==> config.mk <==
export PLATFORM = sky130hd
export DESIGN_NAME = adder_pipe
export DESIGN_NICKNAME = d
export VERILOG_FILES = /design/src/rtl/adder_pkg.sv /design/src/rtl/adder_chunk.sv /design/src/rtl/adder_pipe.sv
export SDC_FILE = /design/constraint.sdc
export NUM_CORES = 1
export LEC_CHECK = 0
export BUFFER_PORTS_ARGS = -buffer_cell sky130_fd_sc_hd__buf_4
export CAP_MARGIN = 20
export CORE_ASPECT_RATIO = 1.1
export CORE_UTILIZATION = 40
export DETAILED_ROUTE_END_ITERATION = 7
export PLACE_DENSITY_LB_ADDON = 0.12
export SYNTH_ARGS = -nofsm -noshare
export SYNTH_HDL_FRONTEND = slang
export SYNTH_HIERARCHICAL = 1
export SYNTH_SLANG_ARGS = --single-unit
==> constraint.sdc <==
create_clock -name clk -period 2.5 [get_ports clk]
set_input_delay 0.25 -clock clk [delete_from_list [all_inputs] [get_ports clk]]
set_output_delay 0.25 -clock clk [all_outputs]
set_load 0.02 [all_outputs]
==> src/rtl/adder_pkg.sv <==
// Shared types and elaboration helpers for the pipelined adder/subtractor.
package adder_pkg;

  typedef enum logic {
    OpAdd = 1'b0,
    OpSub = 1'b1
  } op_e;

  // Guards against a zero STAGES so an illegal setting still elaborates far enough to report it.
  function automatic int unsigned chunk_width(input int unsigned width,
                                              input int unsigned stages);
    return (stages == 0) ? width : width / stages;
  endfunction

  function automatic bit params_legal(input int unsigned width, input int unsigned stages);
    if (width < 1 || width > 64) return 1'b0;
    if (stages < 1 || stages > width) return 1'b0;
    return (width % stages) == 0;
  endfunction

endpackage

==> src/rtl/adder_chunk.sv <==
// Combinational CW-bit ripple-carry adder slice; also exposes the carry into its msb.
module adder_chunk #(
  parameter int unsigned CW = 4
) (
  input  logic [CW-1:0] i_a,
  input  logic [CW-1:0] i_b,
  input  logic          i_cin,
  output logic [CW-1:0] o_sum,
  output logic          o_cout,
  output logic          o_cmsb
);

  logic [CW:0] w_c;

  always_comb begin
    w_c    = '0;
    o_sum  = '0;
    w_c[0] = i_cin;
    for (int i = 0; i < int'(CW); i++) begin
      o_sum[i]  = i_a[i] ^ i_b[i] ^ w_c[i];
      w_c[i+1]  = (i_a[i] & i_b[i]) | (w_c[i] & (i_a[i] ^ i_b[i]));
    end
  end

  assign o_cout = w_c[CW];
  assign o_cmsb = w_c[CW-1];

endmodule

==> src/rtl/adder_pipe.sv <==
// Pipelined WIDTH-bit adder/subtractor: one chunk ripple per stage, valid/ready on both sides.
module adder_pipe
  import adder_pkg::*;
#(
  parameter int unsigned WIDTH  = 16,
  parameter int unsigned STAGES = 4
) (
  input  logic             clk,
  input  logic             rst_n,
  input  logic             in_valid,
  output logic             in_ready,
  input  logic [WIDTH-1:0] in_a,
  input  logic [WIDTH-1:0] in_b,
  input  logic             in_cin,
  input  logic             in_sub,
  output logic             out_valid,
  input  logic             out_ready,
  output logic [WIDTH-1:0] out_sum,
  output logic             out_cout,
  output logic             out_ovf
);

  localparam int unsigned CW = chunk_width(WIDTH, STAGES);
  localparam logic [WIDTH-1:0] ChunkOnes = WIDTH'((65'd1 << CW) - 65'd1);

  if (!params_legal(WIDTH, STAGES)) begin : g_param_err
    $error("adder_pipe: illegal WIDTH=%0d / STAGES=%0d", WIDTH, STAGES);
  end

  // r_s[k] holds the partial sum in chunks 0..k and the untouched A chunks above it.
  logic [WIDTH-1:0]  r_s [STAGES];
  logic [WIDTH-1:0]  r_b [STAGES];
  logic [STAGES-1:0] r_c;
  logic [STAGES-1:0] r_v;
  logic              r_ovf;

  logic [WIDTH-1:0]  w_word_in [STAGES];
  logic [WIDTH-1:0]  w_b_in    [STAGES];
  logic [WIDTH-1:0]  w_s_nxt   [STAGES];
  logic [CW-1:0]     w_sum     [STAGES];
  logic              w_cmsb    [STAGES];
  logic [STAGES-1:0] w_c_in;
  logic [STAGES-1:0] w_v_in;
  logic [STAGES-1:0] w_cout;

  op_e              w_op;
  logic [WIDTH-1:0] w_b_eff;
  logic             w_cin_eff;
  logic             w_adv;
  logic             w_ovf;

  assign w_op      = op_e'(in_sub);
  assign w_b_eff   = (w_op == OpSub) ? ~in_b : in_b;
  assign w_cin_eff = (w_op == OpSub) ? ~in_cin : in_cin;

  // The whole pipe moves as one; any stall freezes every stage.
  assign w_adv    = !r_v[STAGES-1] || out_ready;
  assign in_ready = w_adv;

  for (genvar k = 0; k < STAGES; k++) begin : g_stage
    if (k == 0) begin : g_first
      assign w_word_in[k] = in_a;
      assign w_b_in[k]    = w_b_eff;
      assign w_c_in[k]    = w_cin_eff;
      assign w_v_in[k]    = in_valid;
    end else begin : g_next
      assign w_word_in[k] = r_s[k-1];
      assign w_b_in[k]    = r_b[k-1];
      assign w_c_in[k]    = r_c[k-1];
      assign w_v_in[k]    = r_v[k-1];
    end

    adder_chunk #(
      .CW (CW)
    ) u_chunk (
      .i_a    (w_word_in[k][k*CW +: CW]),
      .i_b    (w_b_in[k][k*CW +: CW]),
      .i_cin  (w_c_in[k]),
      .o_sum  (w_sum[k]),
      .o_cout (w_cout[k]),
      .o_cmsb (w_cmsb[k])
    );

    assign w_s_nxt[k] = (w_word_in[k] & ~(ChunkOnes << (k*CW))) |
                        (WIDTH'(w_sum[k]) << (k*CW));
  end

  // Signed overflow: carry into the msb disagrees with carry out of it.
  assign w_ovf = w_cout[STAGES-1] ^ w_cmsb[STAGES-1];

  always_ff @(posedge clk or negedge rst_n) begin
    if (!rst_n) begin
      r_v   <= '0;
      r_c   <= '0;
      r_ovf <= 1'b0;
      for (int k = 0; k < int'(STAGES); k++) begin
        r_s[k] <= '0;
      end
      for (int k = 0; k < int'(STAGES) - 1; k++) begin
        r_b[k] <= '0;
      end
    end else if (w_adv) begin
      r_v <= w_v_in;
      for (int k = 0; k < int'(STAGES) - 1; k++) begin
        r_s[k] <= w_s_nxt[k];
        r_b[k] <= w_b_in[k];
        r_c[k] <= w_cout[k];
      end
      // Output registers only change when a real result lands, so bubbles never disturb them.
      if (w_v_in[STAGES-1]) begin
        r_s[STAGES-1] <= w_s_nxt[STAGES-1];
        r_c[STAGES-1] <= w_cout[STAGES-1];
        r_ovf         <= w_ovf;
      end
    end
  end

  assign out_valid = r_v[STAGES-1];
  assign out_sum   = r_s[STAGES-1];
  assign out_cout  = r_c[STAGES-1];
  assign out_ovf   = r_ovf;

endmodule

==> results.json, run 1 <==
{
  "switchingPower_w": 0.00206,
  "fin_area_um2": 5300,
  "synth_area_leader_cell": "dfrtp_1",
  "crit_required_ns": 2.73,
  "synthCells": 303,
  "drc": 0,
  "r2r_start": "r_b[28]$_DFFE_PN0P_",
  "synth_edf_count": 0,
  "setup_viol": 0,
  "place_congestion": 0.692,
  "synthSimpleGateAreaFrac": 0.0166,
  "cts_max_path_buffers": 2,
  "synthAdderAreaFrac": 0.0696,
  "io_buffers": 57,
  "placed_cell_area_um2": 4980,
  "yosysMostFrequentCell": "dfrtp_1",
  "die_x_um": 104,
  "p_leak_nw": 2.56,
  "slew_headroom": 0.591,
  "cts.sinks": 97,
  "antenna_found_initial": 0,
  "cts-htree-levels": 3,
  "post_synth_num_cell_types": 17,
  "synthMuxAreaShare": 0.249,
  "async_flop_share": 1.00,
  "fp-row-count": 40,
  "yosys_warnings": 6,
  "seqPwrFrac": 0.401,
  "p_int_w": 0.00476,
  "clock_latency_ns": 0.34,
  "cts_tree": "built",
  "final.setup.tns_ns": 0,
  "pwr-share-clk": 0.212,
  "slowest_stage": "fa_1",
  "crit_chain": "fa_1 -> inv_1 -> fa_1 -> fa_1 -> inv_1 -> fa_1 -> mux2_2",
  "min_from": "in_a[7]",
  "clockRootBuffer": "clkbuf_16",
  "critPathCaptureType": "flop",
  "cp_top_family": "adder cells",
  "critPathMaxFanout": 2,
  "cpMostUsedCell": "fa_1",
  "synth_common_cells": "dfrtp_1 (97), mux2_4 (53), inv_1 (32), mux2_2 (31), buf_4 (18)",
  "die_y_um": 114,
  "ios": 58,
  "dp_slack_ns": 0.0852,
  "path_buf_inv": 2,
  "cts-resized-gates": 0,
  "fin_worst_skew_ns": 0.00583,
  "syn_avg_cell_area_um2": 15.2,
  "track_usage": 0.132,
  "ant_nets": 0,
  "arrival_ns": 2.48,
  "grt_max_degree": 52,
  "drv_slew": 0,
  "antennaDiodeCount": 0,
  "grt_pass1_vias": 2262,
  "clkTransAtPathRegs_ns": 0.06,
  "setup_ws_ns": 0.241,
  "min_period_ns": 2.26,
  "rsz0062_at_grt": "false",
  "dpl.hpwl_um": 4790,
  "fmax_mhz": 443,
  "switching_share": 0.302,
  "core-area_um2": 11100,
  "final_util": 0.480,
  "grt_pass1_wl_um": 11900,
  "area_growth_pct": 15.3,
  "outcome": "complete, no violations",
  "hold_class": "in2reg",
  "synth_top_area_share": 0.528,
  "powerDensity_nw_per_um2": 1290,
  "vias": 2164,
  "cts_buffers": 9,
  "synthesis.area_um2": 4600,
  "startpoint": "r_b[28]$_DFFE_PN0P_",
  "synth_compound_area_frac": 0.0131,
  "synth.area.top_cells": "dfrtp_1 (53%), mux2_4 (17%), mux2_2 (7.6%)",
  "routedWlPerCell_um": 13.8,
  "worst_slew_pin_slew_ns": 0.613,
  "cap_violations": 0,
  "synth-xor-area-share": 0.0343,
  "synth_ff_type": "dfrtp_1",
  "gr-total-overflow": 0,
  "worst_setup_path_start_kind": "flop",
  "drt_iter0_markers": 32,
  "routed_via_density": 4.34,
  "finalHoldViolations": 0,
  "die_area_um2": 11900,
  "final_cell_count_no_fill": 499,
  "dp_cells": 482,
  "critPathMaxStageDelay_ns": 0.41,
  "start_util": 0.416,
  "period_share": 0.904,
  "routed_wl_um": 6910,
  "crit_type": "reg2reg",
  "final_nets": 401,
  "ys_seq_elements": 97,
  "synth_top_family_by_area": "multiplexers",
  "p_comb_frac": 0.387,
  "peakVddDrop_uv": 439,
  "dr.pass1.iters": 4,
  "seq_area_frac_synth": 0.528,
  "synth_fp_nets": 357,
  "layout-drive-gt1-share": 0.460
}
power by group through the flow:
stage | registers [W] | logic (W) | clock network (W)
floorplan | 0.00264 | 0.00236 | 0
global placement | 0.00276 | 0.00265 | 0
detailed placement | 0.00277 | 0.00270 | 0
CTS | 0.00275 | 0.00271 | 0.00150
global route | 0.00284 | 0.00291 | 0.00157
finish | 0.00273 | 0.00264 | 0.00145
worst register-to-register path, cell delays in order (launching register included):
cell,delay (ns)
dfrtp_1,0.39
fa_1,0.20
inv_1,0.06
fa_1,0.38
fa_1,0.36
inv_1,0.10
fa_1,0.41
mux2_2,0.26
logic make-up (layout without fill, tap and decap cells):
kind of cell | after synthesis | count (layout)
multiplexers | 84 | 84
XOR/XNOR | 18 | 18
AND/OR/NAND/NOR | 15 | 15
buffers and inverters | 61 | 110
AO/OA/AOI/OAI | 12 | 12
flip-flops | 97 | 97
adder cells (fa/ha/maj) | 16 | 16
cells in the final DEF, fill, tap and decap left out:
| cell type | n |
|---|---|
| a21oi_1 | 12 |
| inv_1 | 32 |
| dfrtp_1 | 97 |
| clkinvlp_4 | 2 |
| xor2_2 | 1 |
| clkbuf_1 | 2 |
| nor2_1 | 12 |
| clkinv_2 | 1 |
| buf_4 | 59 |
| buf_12 | 2 |
| mux2_4 | 53 |
| clkbuf_16 | 9 |
| bufinv_16 | 2 |
| mux2_2 | 31 |
| nand2b_1 | 1 |
| nand2_4 | 1 |
| nand2b_4 | 1 |
| xor2_1 | 5 |
| xnor2_1 | 12 |
| fa_1 | 16 |
| dlygate4sd3_1 | 1 |
final timing paths:
check	to	slack, ns	depth (start not counted)
setup / recovery	out_sum[15]$_DFFE_PN0P_	0.24	7
hold / removal	r_s[55]$_DFFE_PN0P_	0.13	2
setup reg to reg	out_sum[15]$_DFFE_PN0P_	0.24	7
hold reg to reg	out_sum[13]$_DFFE_PN0P_	0.51	1
max in group asynchronous	out_sum[0]$_DFFE_PN0P_	1.33	3
min in group asynchronous	r_s[54]$_DFFE_PN0P_	0.47	2
metal layers:
| metal | track usage | share of wire |
|---|---|---|
| met5 | 0 | 0 |
| met3 | 0.0228 | 0.032 |
| met4 | 0.0886 | 0.029 |
| met1 | 0.192 | 0.52 |
| met2 | 0.180 | 0.41 |
area by class of cell:
type / count / area, um^2
Clock buffer: 11 / 233
Clock inverter: 5 / 80.1
Sequential cell: 97 / 2430
Fill cell: 985 / 5760
Inverter: 32 / 120
Timing Repair Buffer: 62 / 493
Tap cell: 147 / 184
Multi-Input combinational cell: 145 / 1770
state kept, by name, summed over array words and instances, names as in the netlist:
register and count:
r_v 4, out_sum 16, r_c 4, out_ovf 1
r_b 24, r_s 48
repair_timing:
action	in CTS	in global routing
hold buffers	1	0
endpoints found under the hold margin	46	0
buffers inserted	0	0
stage by stage:
stage / hold slack (ns) / total power (W)
finish: 0.133 / 0.00682
global route: 0.126 / 0.00732
CTS: 0.121 / 0.00695
detailed placement: 0.306 / 0.00547
global placement: 0.312 / 0.00540
floorplan: -0.0456 / 0.00500
Note: power is estimated with default switching activity, not from simulation.
==> run 2: changes to the inputs <==
==> constraint.sdc (replaced) <==
create_clock -name clk -period 2.5 [get_ports clk]
set_input_delay 0.375 -clock clk [delete_from_list [all_inputs] [get_ports clk]]
set_output_delay 0.375 -clock clk [all_outputs]
set_load 0.02 [all_outputs]
==> run 2 against run 1 <==
First-iteration DRC count rose by 72%. Die area is the same. Sequential cell count unchanged. Worst setup slack worse by 0.0018 ns. Routed wire length is 2.9% lower. Clock power down 17%. Hold slack got worse by 0.075 ns. Critical path depth is the same. Via count about the same. Global-route usage decreased by 0.52 points.
==> results.json, run 2 (synthesis results as in run 1) <==
{
  "outcome": "complete, no violations",
  "setup_viol": 0,
  "start_util": 0.416,
  "grt_pass1_vias": 2239,
  "fin_worst_skew_ns": 0.00472,
  "rsz0062_at_grt": "false",
  "track_usage": 0.127,
  "routed_wl_um": 6710,
  "use_met1": 0.188,
  "clock_latency_ns": 0.33,
  "cap_violations": 0,
  "grt_max_degree": 98,
  "powerDensity_nw_per_um2": 1250,
  "crit_type": "reg2reg",
  "final_nets": 401,
  "crit_required_ns": 2.72,
  "use_met3": 0.0290,
  "fin_area_um2": 5260,
  "cts_max_path_buffers": 2,
  "ios": 58,
  "hold_buffers": 0,
  "cpMostUsedCell": "fa_1",
  "layout-drive-gt1-share": 0.473,
  "ant_nets": 0,
  "cts_buffers": 9,
  "gr-total-overflow": 0,
  "final_cell_count_no_fill": 496,
  "p_leak_nw": 2.53,
  "hold_class": "in2async",
  "routed_via_density": 4.36,
  "cts-resized-gates": 0,
  "largest-register": "r_s",
  "dp_cells": 483,
  "slew_headroom": 0.646,
  "fmax_mhz": 442,
  "drc": 0,
  "grt_pass1_wl_um": 11600,
  "clockRootBuffer": "clkbuf_16",
  "min_period_ns": 2.26,
  "critPathCaptureType": "flop",
  "area_growth_pct": 14.2,
  "dpl.hpwl_um": 4680,
  "cts_tree": "built",
  "period_share": 0.904,
  "die_y_um": 114,
  "critPathMaxFanout": 2,
  "place_congestion": 0.695,
  "finalHoldViolations": 0,
  "arrival_ns": 2.48,
  "fp-row-count": 40,
  "worst_setup_path_start_kind": "flop",
  "vias": 2165,
  "final_cell_mix": "dfrtp_1 (97), buf_4 (60), mux2_4 (53), mux2_2 (31), inv_1 (31)",
  "antenna_found_initial": 0,
  "antennaDiodeCount": 0,
  "grt_busiest_layer": "met1",
  "placed_cell_area_um2": 5000,
  "slowest_stage": "fa_1",
  "cts.sinks": 97,
  "drv_slew": 0,
  "peakVddDrop_uv": 352,
  "post-cts-setup-buffers": 0,
  "largest_reg_flops": 48,
  "dr.pass1.iters": 3,
  "n_fill_cell": 1021,
  "cts-htree-levels": 3,
  "worst_slew_pin_slew_ns": 0.531,
  "io_buffers": 57,
  "use_met2": 0.176,
  "clkTransAtPathRegs_ns": 0.06,
  "final.setup.tns_ns": 0,
  "routedWlPerCell_um": 13.5,
  "critPathMaxStageDelay_ns": 0.42,
  "drt_iter0_markers": 55,
  "core-area_um2": 11100,
  "crit_chain": "fa_1 -> inv_1 -> fa_1 -> fa_1 -> inv_1 -> fa_1 -> mux2_4",
  "layout_commonest_cell": "dfrtp_1",
  "die_area_um2": 11900,
  "die_x_um": 104
}
-- run 2: cell count changes in the layout (fill, tap and decap cells not counted), sizes merged --
cell         previous run  this run
bufinv                  2         0
clkinvlp                2         0
dlygate4sd3             1         0
buf                    61        62
clkbuf                 11        12
-- run 2: path summary, 6_finish.rpt --
path | slack [ns] | cells past startpoint | end | startpoint
setup / recovery | 0.24 | 7 | r_s[39]$_DFFE_PN0P_ | r_s[52]$_DFFE_PN0P_
max in group asynchronous | 2.01 | 2 | r_b[43]$_DFFE_PN0P_ | rst_n
min in group clk | 0.27 | 2 | r_s[58]$_DFFE_PN0P_ | in_a[10]
hold / removal | 0.06 | 2 | r_s[54]$_DFFE_PN0P_ | rst_n
setup reg to reg | 0.24 | 7 | r_s[39]$_DFFE_PN0P_ | r_s[52]$_DFFE_PN0P_
hold reg to reg | 0.50 | 1 | r_b[47]$_DFFE_PN0P_ | r_b[47]$_DFFE_PN0P_
-- run 2: power breakdown --
group / leakage (nW) / switching (W) / internal (W)
registers: 1.12 / 0.000448 / 0.00230
logic: 1.29 / 0.00103 / 0.00158
clock network: 0.124 / 0.000524 / 0.000684
total: 2.53 / 0.00201 / 0.00456
-- run 2: worst max-delay path, delay by kind of cell, from the launching register on --
kind                       cells  cell delay [ns]
DFF                            1             0.38
adders and majority gates      4             1.37
muxes                          1             0.27
buffers and inverters          2             0.13
-- run 2: through the flow --
stage | utilization | hold slack (ns) | setup WS [ns] | total power [W]
floorplan | - | 0.0794 | -0.0178 | 0.00501
global placement | 0.452 | 0.476 | 0.0436 | 0.00538
detailed placement | 0.452 | 0.474 | 0.0449 | 0.00545
CTS | 0.475 | 0.117 | 0.203 | 0.00669
global route | 0.475 | 0.127 | 0.135 | 0.00706
finish | 0.475 | 0.0581 | 0.239 | 0.00656
-- run 2: area by class of cell --
type                    instances  area [um^2]  share of cell area
clock inverters                 1         5.00            0.000952
well taps                     147          184              0.0350
flip-flops and latches         97         2430               0.462
repair buffers                 62          490              0.0933
inverters                      32          120              0.0229
multi-input cells             145         1780               0.339
clock buffers                  12          246              0.0469
-- run 2: metal layers --
| layer | share of wire | vias up | routed length, um |
|---|---|---|---|
| li1 | - | 1043 | - |
| met1 | 0.53 | 1072 | 3520 |
| met2 | 0.42 | 41 | 2830 |
| met3 | 0.035 | 9 | 237 |
| met4 | 0.017 | 0 | 114 |
| met5 | 0 | - | 0 |
==> run 3: changes to the inputs <==
PLACE_DENSITY_LB_ADDON = 0.05   (was 0.12)
clock period = 2.6 ns   (was 2.5 ns; I/O delays follow)
==> run 3 against run 2 <==
Global-route usage is 0.49 points higher. Clock power down 4%. Highest routed layer unchanged. Total power decreased by 3.6%. Combinational power shrank 3%. Register-to-register slack improved by 0.08 ns. Fmax fell by 0.77%. Sequential cell count did not move. First-iteration DRC count grew 49%. Via count decreased by 1.3%. Final area barely moved. Sequential share of layout area about the same. Routed wire length grew 3.0%.
==> results.json, run 3 (synthesis results as in run 1) <==
{
  "hold_buffers": 0,
  "critPathCaptureType": "flop",
  "die_x_um": 104,
  "core-area_um2": 11100,
  "drt_iter0_markers": 82,
  "ios": 58,
  "antennaDiodeCount": 0,
  "cpMostUsedCell": "fa_1",
  "setup_viol": 0,
  "drc": 0,
  "clockRootBuffer": "clkbuf_16",
  "clkTransAtPathRegs_ns": 0.06,
  "worst_setup_path_start_kind": "flop",
  "clock_latency_ns": 0.33,
  "grt_pass1_wl_um": 11900,
  "die_area_um2": 11900,
  "cts-resized-gates": 0,
  "area_growth_pct": 14.3,
  "worst_slew_pin_slew_ns": 0.568,
  "final.setup.tns_ns": 0,
  "routed_via_density": 4.27,
  "rsz0062_at_grt": "false",
  "slew_headroom": 0.621,
  "arrival_ns": 2.50,
  "fin_area_um2": 5260,
  "placed_cell_area_um2": 5000,
  "die_y_um": 114,
  "io_buffers": 57,
  "cts-htree-levels": 3,
  "reg2reg_setup_slack_ns": 0.32,
  "dr.pass1.iters": 7,
  "peakVddDrop_uv": 366,
  "layout_commonest_cell": "dfrtp_1",
  "finalHoldViolations": 0,
  "grt_max_degree": 60,
  "final_cell_mix": "dfrtp_1 (97), buf_4 (63), mux2_4 (53), inv_1 (32), mux2_2 (31)",
  "slowest_stage": "fa_1",
  "cts_buffers": 9,
  "cap_violations": 0,
  "layout-drive-gt1-share": 0.470,
  "track_usage": 0.132,
  "fmax_mhz": 439,
  "p_leak_nw": 2.54,
  "cp_top_family": "adder cells",
  "final_nets": 403,
  "hold_class": "in2async",
  "start_util": 0.416,
  "min_period_ns": 2.28,
  "gr-total-overflow": 0,
  "drv_slew": 0,
  "fin_worst_skew_ns": 0.00557,
  "ant_nets": 0,
  "fp-row-count": 40,
  "r2r_end": "r_s[39]$_DFFE_PN0P_",
  "grt_pass1_vias": 2237,
  "vias": 2137,
  "cts.sinks": 97,
  "routed_wl_um": 6910,
  "reg2reg_depth": 7,
  "path_buf_inv": 2,
  "place_congestion": 0.709,
  "largest_reg_flops": 48,
  "cts_tree": "built",
  "dpl.hpwl_um": 4840,
  "crit_chain": "fa_1 -> inv_1 -> fa_1 -> fa_1 -> inv_1 -> fa_1 -> mux2_4",
  "largest-register": "r_s",
  "outcome": "complete, no violations",
  "routedWlPerCell_um": 13.8,
  "critPathMaxFanout": 2,
  "crit_type": "reg2reg",
  "crit_required_ns": 2.82,
  "critPathMaxStageDelay_ns": 0.44,
  "r2r_start": "r_s[52]$_DFFE_PN0P_",
  "powerDensity_nw_per_um2": 1200,
  "antenna_found_initial": 0,
  "post-cts-setup-buffers": 0,
  "period_share": 0.876,
  "cts_max_path_buffers": 2
}
run 3: changes by cell type in the layout (fill, tap and decap cells not counted):
| cell | before | now |
|---|---|---|
| buf_4 | 60 | 63 |
| inv_1 | 31 | 32 |
| buf_12 | 2 | 1 |
| fa_2 | 3 | 2 |
| clkinv_2 | 1 | 2 |
| fa_1 | 13 | 14 |
| inv_2 | 1 | 0 |
| clkinv_4 | 0 | 1 |
| clkbuf_1 | 2 | 3 |
| clkbuf_8 | 1 | 0 |
run 3: final cells by class:
type                            instances  area (um^2)
Clock inverter                          3         18.8
Clock buffer                           12          236
Timing Repair Buffer                   64          493
Multi-Input combinational cell        145         1780
Fill cell                            1006         5800
Inverter                               32          120
Tap cell                              147          184
Sequential cell                        97         2430
run 3: report_power, final:
group          switching, W  internal (W)
Combinational       0.00102       0.00153
Sequential         0.000411       0.00221
Clock              0.000521      0.000643
Total               0.00195       0.00438
run 3: per-stage QoR:
| stage | power, W | setup slack (ns) | cells | hold slack, ns | utilization |
|---|---|---|---|---|---|
| detailed placement | 0.00525 | 0.0459 | 485 | 0.426 | 0.452 |
| global route | 0.00684 | 0.226 | 500 | 0.0821 | 0.475 |
| floorplan | 0.00481 | 0.0134 | 303 | 0.0944 | - |
| finish | 0.00633 | 0.321 | 500 | 0.0458 | 0.475 |
| global placement | 0.00519 | 0.0986 | 485 | 0.425 | 0.452 |
| CTS | 0.00645 | 0.302 | 500 | 0.0683 | 0.475 |
run 3: worst max path at each step:
stage	start	end	depth (start not counted)
6_report	r_s[52]$_DFFE_PN0P_	r_s[39]$_DFFE_PN0P_	7
5_1_grt	r_c[1]$_DFFE_PN0P_	r_s[27]$_DFFE_PN0P_	7
3_3_place_gp	in_sub	r_s[51]$_DFFE_PN0P_	9
2_1_floorplan	in_sub	r_s[51]$_DFFE_PN0P_	10
3_5_place_dp	in_sub	r_s[51]$_DFFE_PN0P_	9
4_1_cts	r_s[52]$_DFFE_PN0P_	r_s[39]$_DFFE_PN0P_	7
run 3: per-layer routing:
layer	up-vias	routed length [um]	global-route usage
met5	-	0	0
met2	48	2830	0.175
met4	0	84	0.0657
met3	7	240	0.0262
met1	1021	3750	0.202
li1	1061	-	-
